## src/rtl/iterative_divider_if.sv

```systemverilog
// rtl/iterative_divider_if.sv - request/response bundle between the execute stage and the divider
interface iterative_divider_if #(
    parameter int WIDTH = 32
);
    logic             start;
    logic [1:0]       op;
    logic [WIDTH-1:0] dividend;
    logic [WIDTH-1:0] divisor;
    logic             flush;
    logic             busy;
    logic             done;
    logic [WIDTH-1:0] result;

    modport master (
        output start, op, dividend, divisor, flush,
        input  busy, done, result
    );

    modport slave (
        input  start, op, dividend, divisor, flush,
        output busy, done, result
    );
endinterface

```

## src/rtl/iterative_divider.sv

```systemverilog
// rtl/iterative_divider.sv - restoring shift-subtract DIV/DIVU/REM/REMU unit, one quotient bit per cycle
module iterative_divider #(
    parameter int WIDTH = 32,
    parameter int CNT_W = $clog2(WIDTH) + 1
) (
    input  logic               clk,
    input  logic               rst_n,
    iterative_divider_if.slave div
);

    localparam logic [WIDTH-1:0] MIN_VAL  = {1'b1, {(WIDTH-1){1'b0}}};
    localparam logic [CNT_W-1:0] LAST_CNT = CNT_W'(WIDTH - 1);

    typedef enum logic [1:0] {
        S_IDLE,
        S_CALC,
        S_FIX,
        S_DONE
    } state_t;

    state_t state, state_nxt;

    logic [CNT_W-1:0] cnt;
    logic [WIDTH-1:0] quo_q;
    logic [WIDTH-1:0] rem_q;
    logic [WIDTH-1:0] dvs_q;
    logic [WIDTH-1:0] result_q;
    logic [1:0]       op_q;
    logic             q_neg;
    logic             r_neg;
    logic             special_q;
    logic             div_zero_q;

    logic             accept;
    logic             load_result;

    // Request decode, evaluated on the raw operands in the accepting cycle
    logic             is_signed;
    logic             dvd_neg;
    logic             dvs_neg;
    logic [WIDTH-1:0] dvd_abs;
    logic [WIDTH-1:0] dvs_abs;
    logic             div_zero_in;
    logic             ovf_in;
    logic             special_in;

    always_comb begin
        is_signed   = ~div.op[0];
        dvd_neg     = is_signed & div.dividend[WIDTH-1];
        dvs_neg     = is_signed & div.divisor[WIDTH-1];
        dvd_abs     = dvd_neg ? (~div.dividend + 1'b1) : div.dividend;
        dvs_abs     = dvs_neg ? (~div.divisor + 1'b1) : div.divisor;
        div_zero_in = (div.divisor == '0);
        ovf_in      = is_signed && (div.dividend == MIN_VAL) && (div.divisor == '1);
        special_in  = div_zero_in | ovf_in;
    end

    // The partial remainder keeps one extra bit so divisors with the MSB set never overflow
    logic [WIDTH:0]   r_shift;
    logic [WIDTH-1:0] r_sub;
    logic             take;

    always_comb begin
        r_shift = {rem_q, quo_q[WIDTH-1]};
        take    = (r_shift >= {1'b0, dvs_q});
        r_sub   = r_shift[WIDTH-1:0] - dvs_q;
    end

    logic [WIDTH-1:0] mag;
    logic             mag_neg;
    logic [WIDTH-1:0] fix_val;

    always_comb begin
        mag     = op_q[1] ? rem_q : quo_q;
        mag_neg = op_q[1] ? r_neg : q_neg;
        fix_val = mag_neg ? (~mag + 1'b1) : mag;
        if (special_q) begin
            if (div_zero_q) begin
                fix_val = op_q[1] ? quo_q : '1;
            end else begin
                fix_val = op_q[1] ? '0 : MIN_VAL;
            end
        end
    end

    always_ff @(posedge clk or negedge rst_n) begin
        if (!rst_n) begin
            state <= S_IDLE;
        end else begin
            state <= state_nxt;
        end
    end

    always_comb begin
        state_nxt   = state;
        accept      = 1'b0;
        load_result = 1'b0;
        div.busy    = 1'b0;
        div.done    = 1'b0;
        unique case (state)
            S_IDLE: begin
                if (div.start && !div.flush) begin
                    accept    = 1'b1;
                    state_nxt = special_in ? S_FIX : S_CALC;
                end
            end
            S_CALC: begin
                div.busy = 1'b1;
                if (div.flush) begin
                    state_nxt = S_IDLE;
                end else if (cnt == LAST_CNT) begin
                    state_nxt = S_FIX;
                end
            end
            S_FIX: begin
                div.busy = 1'b1;
                if (div.flush) begin
                    state_nxt = S_IDLE;
                end else begin
                    load_result = 1'b1;
                    state_nxt   = S_DONE;
                end
            end
            S_DONE: begin
                div.done = 1'b1;
                if (div.start && !div.flush) begin
                    accept    = 1'b1;
                    state_nxt = special_in ? S_FIX : S_CALC;
                end else begin
                    state_nxt = S_IDLE;
                end
            end
            default: state_nxt = S_IDLE;
        endcase
    end

    // On the special path quo_q holds the raw dividend, which REM by zero returns unchanged
    always_ff @(posedge clk or negedge rst_n) begin
        if (!rst_n) begin
            cnt        <= '0;
            quo_q      <= '0;
            rem_q      <= '0;
            dvs_q      <= '0;
            op_q       <= '0;
            q_neg      <= 1'b0;
            r_neg      <= 1'b0;
            special_q  <= 1'b0;
            div_zero_q <= 1'b0;
            result_q   <= '0;
        end else begin
            if (accept) begin
                cnt        <= '0;
                quo_q      <= special_in ? div.dividend : dvd_abs;
                rem_q      <= '0;
                dvs_q      <= dvs_abs;
                op_q       <= div.op;
                q_neg      <= dvd_neg ^ dvs_neg;
                r_neg      <= dvd_neg;
                special_q  <= special_in;
                div_zero_q <= div_zero_in;
            end else if (state == S_CALC) begin
                cnt   <= cnt + CNT_W'(1);
                quo_q <= {quo_q[WIDTH-2:0], take};
                rem_q <= take ? r_sub : r_shift[WIDTH-1:0];
            end
            if (load_result) begin
                result_q <= fix_val;
            end
        end
    end

    assign div.result = result_q;

endmodule
```

## src/flat_wrapper.sv

```systemverilog
// flat-port wrapper written by rule: the top's interface ports become plain ports
module iterative_divider_flat 
#(
    parameter int WIDTH = 32,
    parameter int CNT_W = $clog2(WIDTH) + 1
)
  (clk, rst_n, div_start, div_op, div_dividend, div_divisor, div_flush, div_busy, div_done, div_result);
  iterative_divider_if #(.WIDTH(WIDTH)) div_i ();
  input  logic clk;
  input  logic rst_n;
  input wire logic [$bits(div_i.start)-1:0] div_start;
  input wire logic [$bits(div_i.op)-1:0] div_op;
  input wire logic [$bits(div_i.dividend)-1:0] div_dividend;
  input wire logic [$bits(div_i.divisor)-1:0] div_divisor;
  input wire logic [$bits(div_i.flush)-1:0] div_flush;
  output wire logic [$bits(div_i.busy)-1:0] div_busy;
  output wire logic [$bits(div_i.done)-1:0] div_done;
  output wire logic [$bits(div_i.result)-1:0] div_result;
  assign div_i.start = div_start;
  assign div_i.op = div_op;
  assign div_i.dividend = div_dividend;
  assign div_i.divisor = div_divisor;
  assign div_i.flush = div_flush;
  assign div_busy = div_i.busy;
  assign div_done = div_i.done;
  assign div_result = div_i.result;
  iterative_divider #(.WIDTH(WIDTH), .CNT_W(CNT_W)) u_core (.clk(clk), .rst_n(rst_n), .div(div_i));
endmodule
```

## config.mk

```make
export PLATFORM = sky130hd
export DESIGN_NAME = iterative_divider_flat
export DESIGN_NICKNAME = d
export VERILOG_FILES = /design/src/rtl/iterative_divider_if.sv /design/src/rtl/iterative_divider.sv /design/src/flat_wrapper.sv
export SDC_FILE = /design/constraint.sdc
export NUM_CORES = 1
export LEC_CHECK = 0
export ABC_AREA = 1
export CAP_MARGIN = 20
export CORE_MARGIN = 1.5
export CORE_UTILIZATION = 46
export CTS_CLUSTER_DIAMETER = 80
export DETAILED_ROUTE_END_ITERATION = 8
export PLACE_DENSITY_LB_ADDON = 0.15
export SETUP_SLACK_MARGIN = 0.05
export SYNTH_ARGS = -nofsm -noshare
export SYNTH_HDL_FRONTEND = slang
export SYNTH_SLANG_ARGS = --single-unit
```

## constraint.sdc

```tcl
create_clock -name clk -period 4.4 [get_ports clk]
set_clock_uncertainty 0.15 [all_clocks]
set_input_delay 1.32 -clock clk [delete_from_list [all_inputs] [get_ports clk]]
set_output_delay 1.32 -clock clk [all_outputs]
set_load 0.02 [all_outputs]
```

==> flow_metrics.py, run 1 <==
metrics = {
    "cts": {
        "numCtsBuffers": 17,
        "cts_tree": "built",
        "path_clk_slew_ns": 0.06,
        "clkSinkCount": 141,
        "root_buffer": "clkbuf_16",
        "cts_setup_buffers": 0,
        "htreeDepth": 4,
        "cts_hold_buf": 0,
        "clockBufferDepth": 2,
        "worstSkewPairLatency_ns": 0.43,
        "cts_resized": 0,
    },
    "logic_synthesis": {
        "synthFlopType": "dfrtp_1",
        "yosysMostFrequentCell": "nand2_1",
        "synth-async-reset-ratio_pct": 100,
        "synth.avg_cell_area_um2": 6.21,
        "synth_edf_count": 0,
        "ys_ff_latch": 141,
        "synth_fp_nets": 2234,
        "yosysSeqAreaShare_pct": 26.8,
        "synth_top_area_share_pct": 26.8,
        "synth.cell_area_um2": 13200,
        "yosys_warnings": 0,
        "synth_top_cell_by_area": "dfrtp_1",
        "synth_common_cells": "632 x nand2_1, 275 x inv_1, 194 x nor2_1",
        "synthTopCellsByArea": "dfrtp_1 27%, nand2_1 18%, inv_1 7.8%, nand3_1 7.1%, nor2_1 5.5%",
        "syn_inst": 2121,
        "yosysUniqueCellTypes": 56,
    },
    "place": {
        "place_ws_ns": 0.540,
        "placed_area_um2": 14400,
        "hpwl_um": 34900,
        "gp_congestion": 0.953,
        "numPortBuffers": 103,
        "dp_cells": 2546,
    },
    "drt": {
        "drt-initial-drc-count": 1306,
        "drc": 0,
        "drt-total-wl_um": 44600,
        "first_pass_iters": 6,
        "num_vias": 13991,
        "vias_per_cell": 5.43,
        "ant_nets": 0,
        "wire_per_inst_um": 17.3,
    },
    "worst_setup_path": {
        "path_max_fanout": 46,
        "required_ns": 4.62,
        "endpoint_kind": "register",
        "cp_common_cell": "nor2_1",
        "critical_path.slowest_cell": "clkdlybuf4s50_1",
        "crit_chain": "clkdlybuf4s50_1 > inv_1 > ha_1 > nand3_4 > nor2_4 > nand2_2 > nor2_1 > nand3_2 > nand2_4 > inv_4 > nor2_1 > o21ai_1 > nand2_1",
        "cp.arrival_ns": 3.66,
        "setup.worst_path.class": "in -> reg",
        "slowest_delay_ns": 0.39,
        "critPathLaunchType": "input port",
    },
    "floorplanning": {
        "ios": 104,
        "die_h_um": 172,
        "die-width_um": 172,
        "std_cell_rows": 61,
        "core_area_um2": 28000,
        "die_area_um2": 29700,
        "start_util_pct": 47.0,
    },
    "global_routing": {
        "grt_overflow": 0,
        "grt_pass1_vias": 12838,
        "grt_pass1_wl_um": 70600,
        "grt_max_degree": 65,
        "gr-usage-all-layers_pct": 31.0,
        "antenna_found_initial": 0,
    },
    "layout": {
        "stdcell_area_um2": 15000,
        "stdcell_count": 2578,
        "drive_above_1_share_pct": 7.41,
        "insertedDiodeCount": 0,
        "final_net_count": 2300,
        "area_delta_synth_final_pct": 13.9,
        "postLayoutCoreUtil_pct": 53.6,
    },
    "timing": {
        "setup_violations": 0,
        "final_max_slew_viol_count": 0,
        "period_share_pct": 78.2,
        "worst_pin_slew_ns": 0.986,
        "period_minus_slack_ns": 3.44,
        "timing.fmax_mhz": 291,
        "hold_ws_ns": 0.336,
        "rsz0062_at_grt": "false",
        "fin_ws_ns": 0.959,
        "fin_tns_setup_ns": 0,
        "max_slew_margin_pct": 34.2,
        "finalHoldViolations": 0,
    },
    "pwr": {
        "power_density_nw_per_um2": 792,
        "power_mw": 11.9,
        "peakVddDrop_mv": 0.366,
        "power.leakage_nw": 7.30,
    },
    "job": {
        "cap_violations": 0,
    },
    "min_path": {
        "hold_class": "reg -> reg",
    },
    "outcome": {
        "status": "completed",
    },
}
[layer usage]
metal  wire length (um)  part of all wire [%]  up-vias  GRT usage (%)
li1                   -                     -     6993              -
met1              21800                    49     6470           46.7
met2              19000                    43      476           46.7
met3               2730                   6.1       52           2.91
met4               1070                   2.4        0           9.07
met5                  0                     0        -              0
[area by class of cell]
type / count / area (um^2)
fillers: 2941 / 13000
multi-input cells: 1618 / 8100
flip-flops and latches: 141 / 3530
repair buffers: 120 / 1180
inverters: 289 / 1090
well taps: 378 / 473
clock buffers: 19 / 443
clock inverters: 13 / 180
[final timing paths]
path	from	end	slack (ns)	depth (start not counted)
max in group asynchronous	rst_n	u_core.dvs_q[4]$_DFFE_PN0P_	2.56	2
max	div_dividend[0]	u_core.quo_q[22]$_DFFE_PN0P_	0.96	13
min reg2reg	u_core.dvs_q[9]$_DFFE_PN0P_	u_core.dvs_q[9]$_DFFE_PN0P_	0.34	2
min in group asynchronous	rst_n	u_core.rem_q[13]$_DFFE_PN0P_	0.69	1
min	u_core.dvs_q[9]$_DFFE_PN0P_	u_core.dvs_q[9]$_DFFE_PN0P_	0.34	2
max reg2reg	u_core.quo_q[31]$_DFFE_PN0P_	u_core.rem_q[26]$_DFFE_PN0P_	1.31	13
[flip-flops by register name, indices dropped and copies added, names as in the netlist]
register	cells
u_core.div.result	32
u_core.dvs_q	32
u_core.quo_q	32
u_core.rem_q	32
u_core.cnt	6
u_core.state	2
u_core.div_zero_q	1
u_core.op_q	1
u_core.q_neg	1
u_core.r_neg	1
u_core.special_q	1
[worst max-delay path, delay by kind of cell]
kind                       cells  cell delay (ns)
AOI/OAI and AO/OA              1             0.11
adders and majority gates      1             0.29
buffers and inverters          3             0.78
and+or+nand+nor                8             1.14
[cells in the final DEF (no fill, tap or decap), types with 3 or more instances in the layout]
cell             instances
a21oi_1                 98
clkinv_4                 3
xor2_1                  31
o21ai_2                 13
dfrtp_1                140
nor4_1                   6
bufinv_16                3
inv_1                  275
inv_6                    4
clkdlybuf4s50_1        102
buf_4                   15
a31oi_1                 12
o211ai_1                 4
nand3b_1                13
nand2_2                 40
inv_2                    9
o21ai_0                144
nor2_1                 192
nor2_4                   7
nor2_2                  18
o21ai_1                 21
nand2_1                632
clkbuf_16               17
nand3_2                  3
nand2_4                  4
nor3_1                  19
nand3_1                187
xnor2_1                 18
nand4_1                 49
ha_1                    42
a21oi_2                  6
o22ai_1                 30
o21a_1                   4
[where the power goes]
part           internal (mW)  switching, mW
logic                   2.68           5.31
registers               1.88          0.449
clock network          0.923          0.635
[kinds of logic after synthesis]
logic type	after synthesis	synth area share, %
and+or+nand+nor	1182	39.4
adders and majority gates	43	4.14
AOI/OAI and AO/OA	344	14.6
xor gates and xnor gates	49	3.26
DFF	141	26.8
buffers and inverters	362	11.8
(Power assumes the default switching activity.)
==> run 2, diff against run 1 <==
==> constraint.sdc (replaced) <==
create_clock -name clk -period 2.9 [get_ports clk]
set_clock_uncertainty 0.15 [all_clocks]
set_input_delay 0.87 -clock clk [delete_from_list [all_inputs] [get_ports clk]]
set_output_delay 0.87 -clock clk [all_outputs]
set_load 0.02 [all_outputs]
==> flow_metrics.py, run 2 (synthesized netlist as in run 1, its figures left out) <==
metrics = {
    "outcome": {
        "status": "completed",
    },
    "global_routing": {
        "grt_pass1_vias": 13590,
        "grt_overflow": 0,
        "antenna_found_initial": 0,
        "gr-usage-all-layers_pct": 32.0,
        "grt_max_degree": 65,
        "grt_pass1_wl_um": 73100,
    },
    "timing": {
        "worst_pin_slew_ns": 0.604,
        "final_max_slew_viol_count": 0,
        "finalHoldViolations": 0,
        "rsz0062_at_grt": "true",
        "max_slew_margin_pct": 59.7,
        "period_share_pct": 94.3,
        "setup_violations": 0,
        "period_minus_slack_ns": 2.73,
        "timing.fmax_mhz": 366,
    },
    "floorplanning": {
        "ios": 104,
        "std_cell_rows": 61,
        "die_h_um": 172,
        "core_area_um2": 28000,
        "start_util_pct": 47.0,
        "die-width_um": 172,
        "die_area_um2": 29700,
    },
    "drt": {
        "drc": 0,
        "num_vias": 14680,
        "drt-initial-drc-count": 1429,
        "vias_per_cell": 5.30,
        "wire_per_inst_um": 16.7,
        "first_pass_iters": 5,
        "drt-total-wl_um": 46300,
        "ant_nets": 0,
    },
    "cts": {
        "numCtsBuffers": 17,
        "cts_hold_buf": 0,
        "root_buffer": "clkbuf_16",
        "clockBufferDepth": 2,
        "cts_tree": "built",
        "path_clk_slew_ns": 0.06,
        "worstSkewPairLatency_ns": 0.43,
        "htreeDepth": 4,
        "clkSinkCount": 141,
    },
    "layout": {
        "area_delta_synth_final_pct": 25.0,
        "final_common_cell": "nand2_1",
        "final_cell_mix": "631 x nand2_1, 275 x inv_1, 204 x buf_4, 190 x nor2_1, 187 x nand3_1",
        "insertedDiodeCount": 0,
        "stdcell_area_um2": 16500,
        "stdcell_count": 2769,
        "drive_above_1_share_pct": 15.0,
        "final_net_count": 2492,
    },
    "worst_setup_path": {
        "rrSetupSlack_ns": 0.17,
        "cp.arrival_ns": 2.90,
        "r2r_cells": 12,
        "timing.rr.start": "u_core.dvs_q[16]$_DFFE_PN0P_",
        "critPathLaunchType": "register",
        "startpoint": "u_core.dvs_q[16]$_DFFE_PN0P_",
        "setup.worst_path.class": "reg -> reg",
        "required_ns": 3.07,
        "regToRegEndpoint": "u_core.rem_q[23]$_DFFE_PN0P_",
        "endpoint_kind": "register",
        "path_max_fanout": 17,
    },
    "pwr": {
        "peakVddDrop_mv": 0.558,
        "p_sw_share_pct": 53.4,
        "p_seq_share_pct": 18.7,
        "power_density_nw_per_um2": 1130,
        "power_mw": 18.6,
        "p_comb_share_pct": 68.9,
        "power.leakage_nw": 8.22,
        "p_clk_share_pct": 12.5,
        "p_sw_mw": 9.93,
        "p_int_mw": 8.66,
    },
    "min_path": {
        "hold_class": "in -> async",
    },
    "place": {
        "dp_cells": 2734,
        "numPortBuffers": 103,
        "gp_congestion": 0.983,
        "hpwl_um": 36800,
        "placed_area_um2": 15800,
    },
    "job": {
        "cap_violations": 0,
    },
}
run 2: critical path, cell delays in order (launching register included):
cell and delay [ns]:
dfrtp_1 0.38, inv_1 0.14, ha_1 0.30, a21oi_1 0.25
o21ai_0 0.24, nor2_1 0.24, nand2_2 0.11, nand2_4 0.22
nand2_8 0.17, nand2_2 0.18, o21ai_0 0.14, nand2_1 0.08
nand2_1 0.05
run 2: stage by stage:
stage | setup WS, ns | TNS, ns | hold WS, ns | util, %
2_1_floorplan | 0.397 | 0 | 0.299 | -
3_3_place_gp | -0.253 | -7.10 | 0.314 | 56.4
3_5_place_dp | -0.253 | -7.63 | 0.322 | 56.4
4_1_cts | 0.145 | 0 | 0.284 | 58.6
5_1_grt | 0.0109 | 0 | 0.294 | 58.8
6_report | 0.167 | 0 | 0.259 | 58.8
run 2: power by group through the flow:
| stage | Sequential [mW] | Combinational (mW) | Clock (mW) |
|---|---|---|---|
| after floorplan | 3.50 | 8.81 | 0 |
| after global placement | 3.46 | 12.3 | 0 |
| after detailed placement | 3.49 | 12.4 | 0 |
| after CTS | 3.46 | 12.5 | 2.33 |
| after global routing | 3.55 | 14.2 | 2.41 |
| final | 3.48 | 12.8 | 2.32 |
run 2: worst max path at each step:
stage	to	cells past startpoint
after CTS	u_core.rem_q[30]$_DFFE_PN0P_	14
after global routing	u_core.rem_q[21]$_DFFE_PN0P_	13
after floorplan	u_core.quo_q[3]$_DFFE_PN0P_	14
after detailed placement	u_core.quo_q[26]$_DFFE_PN0P_	13
final	u_core.rem_q[23]$_DFFE_PN0P_	12
after global placement	u_core.quo_q[15]$_DFFE_PN0P_	12
run 2: timing repair:
action / 4_1_cts / 5_1_grt
gates cloned: 0 / 1
buffers inserted: 0 / 3
gates resized for setup: 1 / 7
pin swaps: 0 / 2
setup endpoints to repair: 1 / 28
run 2: layer usage:
layer  global-route usage, %  part of all wire [%]  up-vias
met5                       0                     0        -
met4                    8.81                   2.3        0
met3                    3.87                   5.5       58
met2                    48.6                    43      494
met1                    47.6                    49     6758
li1                        -                     -     7370
run 2: final cells by class:
type | instances | area [um^2]
inverters | 289 | 1100
clock inverters | 14 | 184
repair buffers | 311 | 2630
well taps | 378 | 473
flip-flops and latches | 141 | 3530
fillers | 2884 | 11500
clock buffers | 17 | 425
multi-input cells | 1619 | 8120
==> run 3, diff against run 2 <==
--- a/config.mk
+++ b/config.mk
@@ -13,6 +13,7 @@
 export DETAILED_ROUTE_END_ITERATION = 8
 export PLACE_DENSITY_LB_ADDON = 0.15
 export SETUP_SLACK_MARGIN = 0.05
+export SKIP_LAST_GASP = 1
 export SYNTH_ARGS = -nofsm -noshare
 export SYNTH_HDL_FRONTEND = slang
 export SYNTH_SLANG_ARGS = --single-unit
==> results of run 3 <==
Same layout as run 2: the final DEF is identical, and so are final timing and power.
